File: src/rtl/layer_priority_mux.sv
// Priority compositor for a stack of graphic layers with colour-key transparency,
// per-layer blinking and a per-frame overlap flag. Layer 0 is the top layer.
module layer_priority_mux #(
    parameter int unsigned NUM_LAYERS   = 4,
    parameter int unsigned RGB_W        = 8,
    parameter logic [RGB_W-1:0] TRANSPARENT = 8'hFF,
    parameter int unsigned BLINK_FRAMES = 16
) (
    input  logic                        clk,
    input  logic                        resetN,
    input  logic                        startOfFrame,
    input  logic [NUM_LAYERS-1:0]       layers_DR,
    input  logic [NUM_LAYERS*RGB_W-1:0] layers_RGB,
    input  logic [NUM_LAYERS-1:0]       layer_en,
    input  logic [NUM_LAYERS-1:0]       blink_mask,
    input  logic [RGB_W-1:0]            bg_RGB,
    output logic                        out_DR,
    output logic [RGB_W-1:0]            out_RGB,
    output logic [2:0]                  out_layer,
    output logic                        blink_phase,
    output logic                        frame_overlap
);

    localparam logic [7:0] LastFrame = 8'(BLINK_FRAMES - 1);

    logic [NUM_LAYERS-1:0] eligible;
    logic                  win_valid;
    logic [2:0]            win_idx;
    logic [RGB_W-1:0]      win_rgb;
    logic                  overlap_now;
    logic [7:0]            frame_cnt;
    logic                  overlap_acc;

    always_comb begin
        eligible = '0;
        for (int i = 0; i < NUM_LAYERS; i++) begin
            eligible[i] = layers_DR[i] && layer_en[i]
                       && (layers_RGB[i*RGB_W +: RGB_W] != TRANSPARENT)
                       && !(blink_mask[i] && blink_phase);
        end
    end

    // Scan from the bottom up so the lowest eligible index is the last to win.
    always_comb begin
        win_valid = 1'b0;
        win_idx   = '0;
        win_rgb   = bg_RGB;
        for (int i = NUM_LAYERS - 1; i >= 0; i--) begin
            if (eligible[i]) begin
                win_valid = 1'b1;
                win_idx   = 3'(i);
                win_rgb   = layers_RGB[i*RGB_W +: RGB_W];
            end
        end
    end

    // Clearing the lowest set bit leaves something only if two or more bits were set.
    assign overlap_now = |(eligible & (eligible - {{(NUM_LAYERS-1){1'b0}}, 1'b1}));

    always_ff @(posedge clk or negedge resetN) begin
        if (!resetN) begin
            out_DR    <= 1'b0;
            out_RGB   <= '0;
            out_layer <= '0;
        end else begin
            out_DR    <= win_valid;
            out_RGB   <= win_rgb;
            out_layer <= win_idx;
        end
    end

    always_ff @(posedge clk or negedge resetN) begin
        if (!resetN) begin
            frame_cnt   <= '0;
            blink_phase <= 1'b0;
        end else if (startOfFrame) begin
            if (frame_cnt == LastFrame) begin
                frame_cnt   <= '0;
                blink_phase <= ~blink_phase;
            end else begin
                frame_cnt <= frame_cnt + 8'd1;
            end
        end
    end

    // The overlap seen on the startOfFrame cycle belongs to the frame that is ending.
    always_ff @(posedge clk or negedge resetN) begin
        if (!resetN) begin
            overlap_acc   <= 1'b0;
            frame_overlap <= 1'b0;
        end else if (startOfFrame) begin
            frame_overlap <= overlap_acc | overlap_now;
            overlap_acc   <= 1'b0;
        end else begin
            overlap_acc <= overlap_acc | overlap_now;
        end
    end

endmodule

File: config.mk
export PLATFORM = sky130hd
export DESIGN_NAME = layer_priority_mux
export DESIGN_NICKNAME = d
export VERILOG_FILES = /design/src/rtl/layer_priority_mux.sv
export SDC_FILE = /design/constraint.sdc
export NUM_CORES = 1
export LEC_CHECK = 0
export ABC_CLOCK_PERIOD_IN_PS = 2900
export CAP_MARGIN = 20
export CORE_UTILIZATION = 45
export CTS_BUF_LIST = sky130_fd_sc_hd__clkbuf_4 sky130_fd_sc_hd__clkbuf_8
export CTS_CLUSTER_DIAMETER = 100
export CTS_CLUSTER_SIZE = 12
export DETAILED_ROUTE_END_ITERATION = 10
export HOLD_SLACK_MARGIN = 0.06
export MAX_ROUTING_LAYER = met4
export PLACE_DENSITY = 0.87
export SLEW_MARGIN = 20
export SYNTH_ARGS = -nofsm -noshare
export SYNTH_HDL_FRONTEND = slang
export SYNTH_SLANG_ARGS = --single-unit
File: constraint.sdc
create_clock -name clk -period 2.9 [get_ports clk]
set_input_delay 0.435 -clock clk [delete_from_list [all_inputs] [get_ports clk]]
set_output_delay 0.435 -clock clk [all_outputs]
set_load 0.05 [all_outputs]
# After elaboration in Yosys (flattened, before gate mapping)

Index checks and enable logic that the tools add are counted.
W data, S select, Z words.

Reductions and logical operators: 22
Add/subtract/negate cells: 2
Muxes and demuxes: 14
Equal/unequal tests: 5
Bitwise gates (word level): 3

Operators with widths:

| operator              | number |
|---|---|
| $mux W8               | 5 |
| $ne A8 B8 Y1 const B  | 4 |
| $logic_and A1 B1 Y1   | 16 |
| $mux W3               | 3 |
| $add A8 B1 Y8 const B | 1 |
| $eq A8 B4 Y1 const B  | 1 |
| $mux W1               | 5 |
| $and A4 B4 Y4         | 1 |
| $logic_not A1 Y1      | 4 |
| $reduce_or A4 Y1      | 1 |
| $sub A4 B1 Y4 const B | 1 |
| $mux W2               | 1 |
| $reduce_and A2 Y1     | 1 |
| $not A1 Y1            | 1 |
| $or A1 B1 Y1          | 1 |

Flip-flop bits (word level): 23
Output and inout bits: 14

# Longest topological paths before layout

Depth after elaboration: 8
Gate-level depth with buffers: 6
Depth with buffers taken out: 4

# Worst setup path after synthesis

No wires, ideal clock.

Kind: register -> register
From: reg blink_phase
To: reg out_RGB[2]
Arrival: 1669 ps
Path slack: 1101 ps
Required time: 2770 ps
Clock period less this slack: 1799 ps
Cell stages (with the launch flop): 7
Path buffers: 2
Path through: dfrtp_1 and2_1 buf_2 a211o_4 buf_6 a211oi_2 o22ai_1

Longest elaborated chain between the ends: 7

Ends and longest elaborated chain:

| item                   | line | text |
|---|---|---|
| start, declared        | 20   | `output logic blink_phase,` |
| start signal, assigned | 79   | `blink_phase <= ~blink_phase;` |
| $logic_and A1 B1 Y1    | 39   | `&& !(blink_mask[i] && blink_phase);` |
| $logic_not A1 Y1       | 39   |  |
| $logic_and A1 B1 Y1    | 39   |  |
| $mux W8 (3 in series)  | 49   | `if (eligible[i]) begin` |
| $mux W8 *              | 49   |  |
| named net win_rgb[2]   | 29   | `logic [RGB_W-1:0] win_rgb;` |
| end signal, assigned   | 67   | `out_RGB <= win_rgb;` |
| end, declared          | 18   | `output logic [RGB_W-1:0] out_RGB,` |

Mark *: on every way through the listed nets, which the timed path passes. The rest lies on a longest branch.
A chain may end at the register's enable or synchronous reset.

# Final worst setup path

From: reg blink_phase
To: out blink_phase

No word-level cell between the ends.

==> flow_summary.json <==
{
  "crit_chain": "clkdlybuf4s50_1",
  "vdd_drop_max_v": 0.000244,
  "cts_tree": "yes",
  "ys_seq_area_share_pct": 37.5,
  "dpl.cell_count": 259,
  "crit_path_end": "blink_phase",
  "dp_hpwl_um": 3560,
  "yosys.area_share.simple_pct": 15.4,
  "fmax_mhz": 460,
  "rsz0062_at_grt": "no",
  "synth-adder-area-share_pct": 1.62,
  "r2r_slack_ns": 1.04,
  "io_buffers": 67,
  "cp_top_family": "buffers and inverters",
  "syn_area_mm2": 0.00147,
  "synthTopCellsByArea": "dfrtp_1 38%, a2111oi_0 7.2%, inv_1 4.4%",
  "worst_setup_path_end_kind": "output pin",
  "synth_most_common_cell": "dfrtp_1",
  "yosys.area.top_type": "dfrtp_1",
  "synthMuxAreaShare_pct": 3.50,
  "initial_core_util_pct": 47.6,
  "finalSetupViolCount": 0,
  "syn_nets": 212,
  "maxCapViolCount": 0,
  "status": "complete, no violations",
  "worstMarginPinSlew_ns": 0.930,
  "leakagePower_nw": 0.913,
  "antenna_left": 0,
  "ctsResizeCount": 0,
  "skew_ns": 0.0150,
  "yosysWarningCount": 0,
  "postCtsSetupBuffers": 0,
  "antenna_found_initial": 0,
  "stdcell_count": 263,
  "clock_latency_ns": 0.30,
  "ys.flop_type": "dfrtp_1",
  "first_pass_iters": 4,
  "rows": 20,
  "synth_seq_cells": 22,
  "n_antenna_cell": 0,
  "startpoint_type": "flop",
  "finalSetupTns_ns": 0,
  "grt_pass1_wl_um": 6780,
  "ys_top_cells_by_count": "22 x dfrtp_1, 17 x inv_1, 15 x nor2_1",
  "cp_data_arrival_time_ns": 1.74,
  "die_area_mm2": 0.00349,
  "place_congestion": 0.997,
  "cts_hold_buf": 0,
  "h-tree-depth": 1,
  "critPathBufInv": 1,
  "synth_top_family_by_area": "compound AO/OA/AOI/OAI gates",
  "die_w_um": 59.1,
  "route.detailed.drc": 0,
  "drive_above_1_share_pct": 7.31,
  "r2r-start": "blink_phase",
  "crit_path_max_incr_delay_ns": 0.88,
  "grt_pass1_vias": 1493,
  "reg2reg_to": "out_RGB[2]",
  "cp_data_required_time_ns": 2.47,
  "syn2layout_area_growth_pct": 49.4,
  "overflow": 0,
  "core_mm2": 0.00308,
  "path_clk_slew_ns": 0.13,
  "ys_types": 38,
  "synth-xor-area-share_pct": 4.78,
  "synth_edf_count": 0,
  "min_path_type": "flop to flop",
  "power.density_mw_per_mm2": 594,
  "synth_compound_area_share_pct": 27.9,
  "critPathSlowestCell": "clkdlybuf4s50_1",
  "vias": 1513,
  "avgViaCountPerCell": 5.75,
  "root_buffer": "clkbuf_4",
  "fin_crit_sh_pct": 75.0,
  "cp_max_fo": 6,
  "max-slew-margin-rel_pct": 37.8,
  "track_usage_pct": 27.0,
  "wl_um": 4390,
  "ys_async_sr_fraction_pct": 100,
  "yosys.area.top_type_share_pct": 37.5,
  "clockBufferDepth": 2,
  "fin_nets": 276,
  "die_y_um": 59.1,
  "crit_start": "blink_phase",
  "worstSetupPathType": "flop to output pin",
  "r2r_cells": 4,
  "clock_sinks": 22,
  "finalHoldViolations": 0,
  "period_minus_slack_ns": 2.17,
  "cts_buffers": 3,
  "drt_iter0_drc": 58,
  "synth.avg_cell_area_um2": 9.40,
  "detail_route.wl_per_cell_um": 16.7,
  "slew_viol_final": 0,
  "cp.depth": 1,
  "grt_max_degree": 23,
  "syn_inst": 156,
  "io_pins": 69
}
-- layer usage --
layer	part of all wire [%]	up-vias	GRT usage (%)
met5	0	-	-
met4	2.2	0	10.2
met3	4.1	9	1.97
met2	53	73	49.8
met1	41	710	30.2
li1	-	721	-
-- cells by family after synthesis --
group                      count (synthesis)
and+or+nand+nor                           43
AOI/OAI and AO/OA                         48
other                                      1
DFF                                       22
buffers and inverters                     27
xor gates and xnor gates                   8
muxes                                      5
adders and majority gates                  2
-- placed cells by master (no fill, tap or decap), drive strengths merged, types with 5 or more instances in the layout --
cell type and instances:
a211oi 8, nand3 6, dfrtp 22, inv 17, nand2 7, a2111oi 12
clkdlybuf4s50 67, nor2 15, xor2 5, nand4 7
-- metrics by stage --
stage | hold slack [ns] | utilization (%) | worst slack (ns) | instance area, µm² | total power, mW
after global routing | 0.511 | 71.2 | 0.690 | 2190 | 1.36
final | 0.480 | 71.2 | 0.726 | 2190 | 1.30
after CTS | 0.484 | 71.2 | 0.708 | 2190 | 1.30
after detailed placement | 0.462 | 69.5 | 0.678 | 2140 | 1.07
after global placement | 0.456 | 69.5 | 0.695 | 2140 | 1.06
after floorplan | 0.139 | - | 1.10 | 1470 | 0.837
-- layout make-up --
type,instances,area (µm²)
clock inverters,1,30.0
flip-flops and latches,22,551
well taps,44,55.1
inverters,17,63.8
fillers,268,887
repair buffers,69,686
clock buffers,3,22.5
multi-input cells,107,783
-- how the worst min path moves through the flow --
stage / from / slack, ns / end / depth (start not counted)
final: frame_cnt[7] / 0.48 / frame_cnt[7] / 1
after global routing: frame_cnt[7] / 0.51 / frame_cnt[7] / 1
after CTS: frame_cnt[7] / 0.48 / frame_cnt[7] / 1
after detailed placement: frame_cnt[7] / 0.46 / frame_cnt[7] / 1
after global placement: frame_cnt[7] / 0.46 / frame_cnt[7] / 1
after floorplan: resetN / 0.14 / blink_phase / 0
-- registers in the layout, indices dropped and copies added, names as in the netlist --
name / cells
blink_phase: 1
frame_cnt: 8
frame_overlap: 1
out_DR: 1
out_RGB: 8
out_layer: 2
overlap_acc: 1
-- power breakdown --
part           internal, mW  switching (mW)  total, mW
registers             0.393          0.0773      0.470
logic                 0.256           0.346      0.602
clock network         0.140          0.0889      0.229
Power figures use the tool's default switching activity.
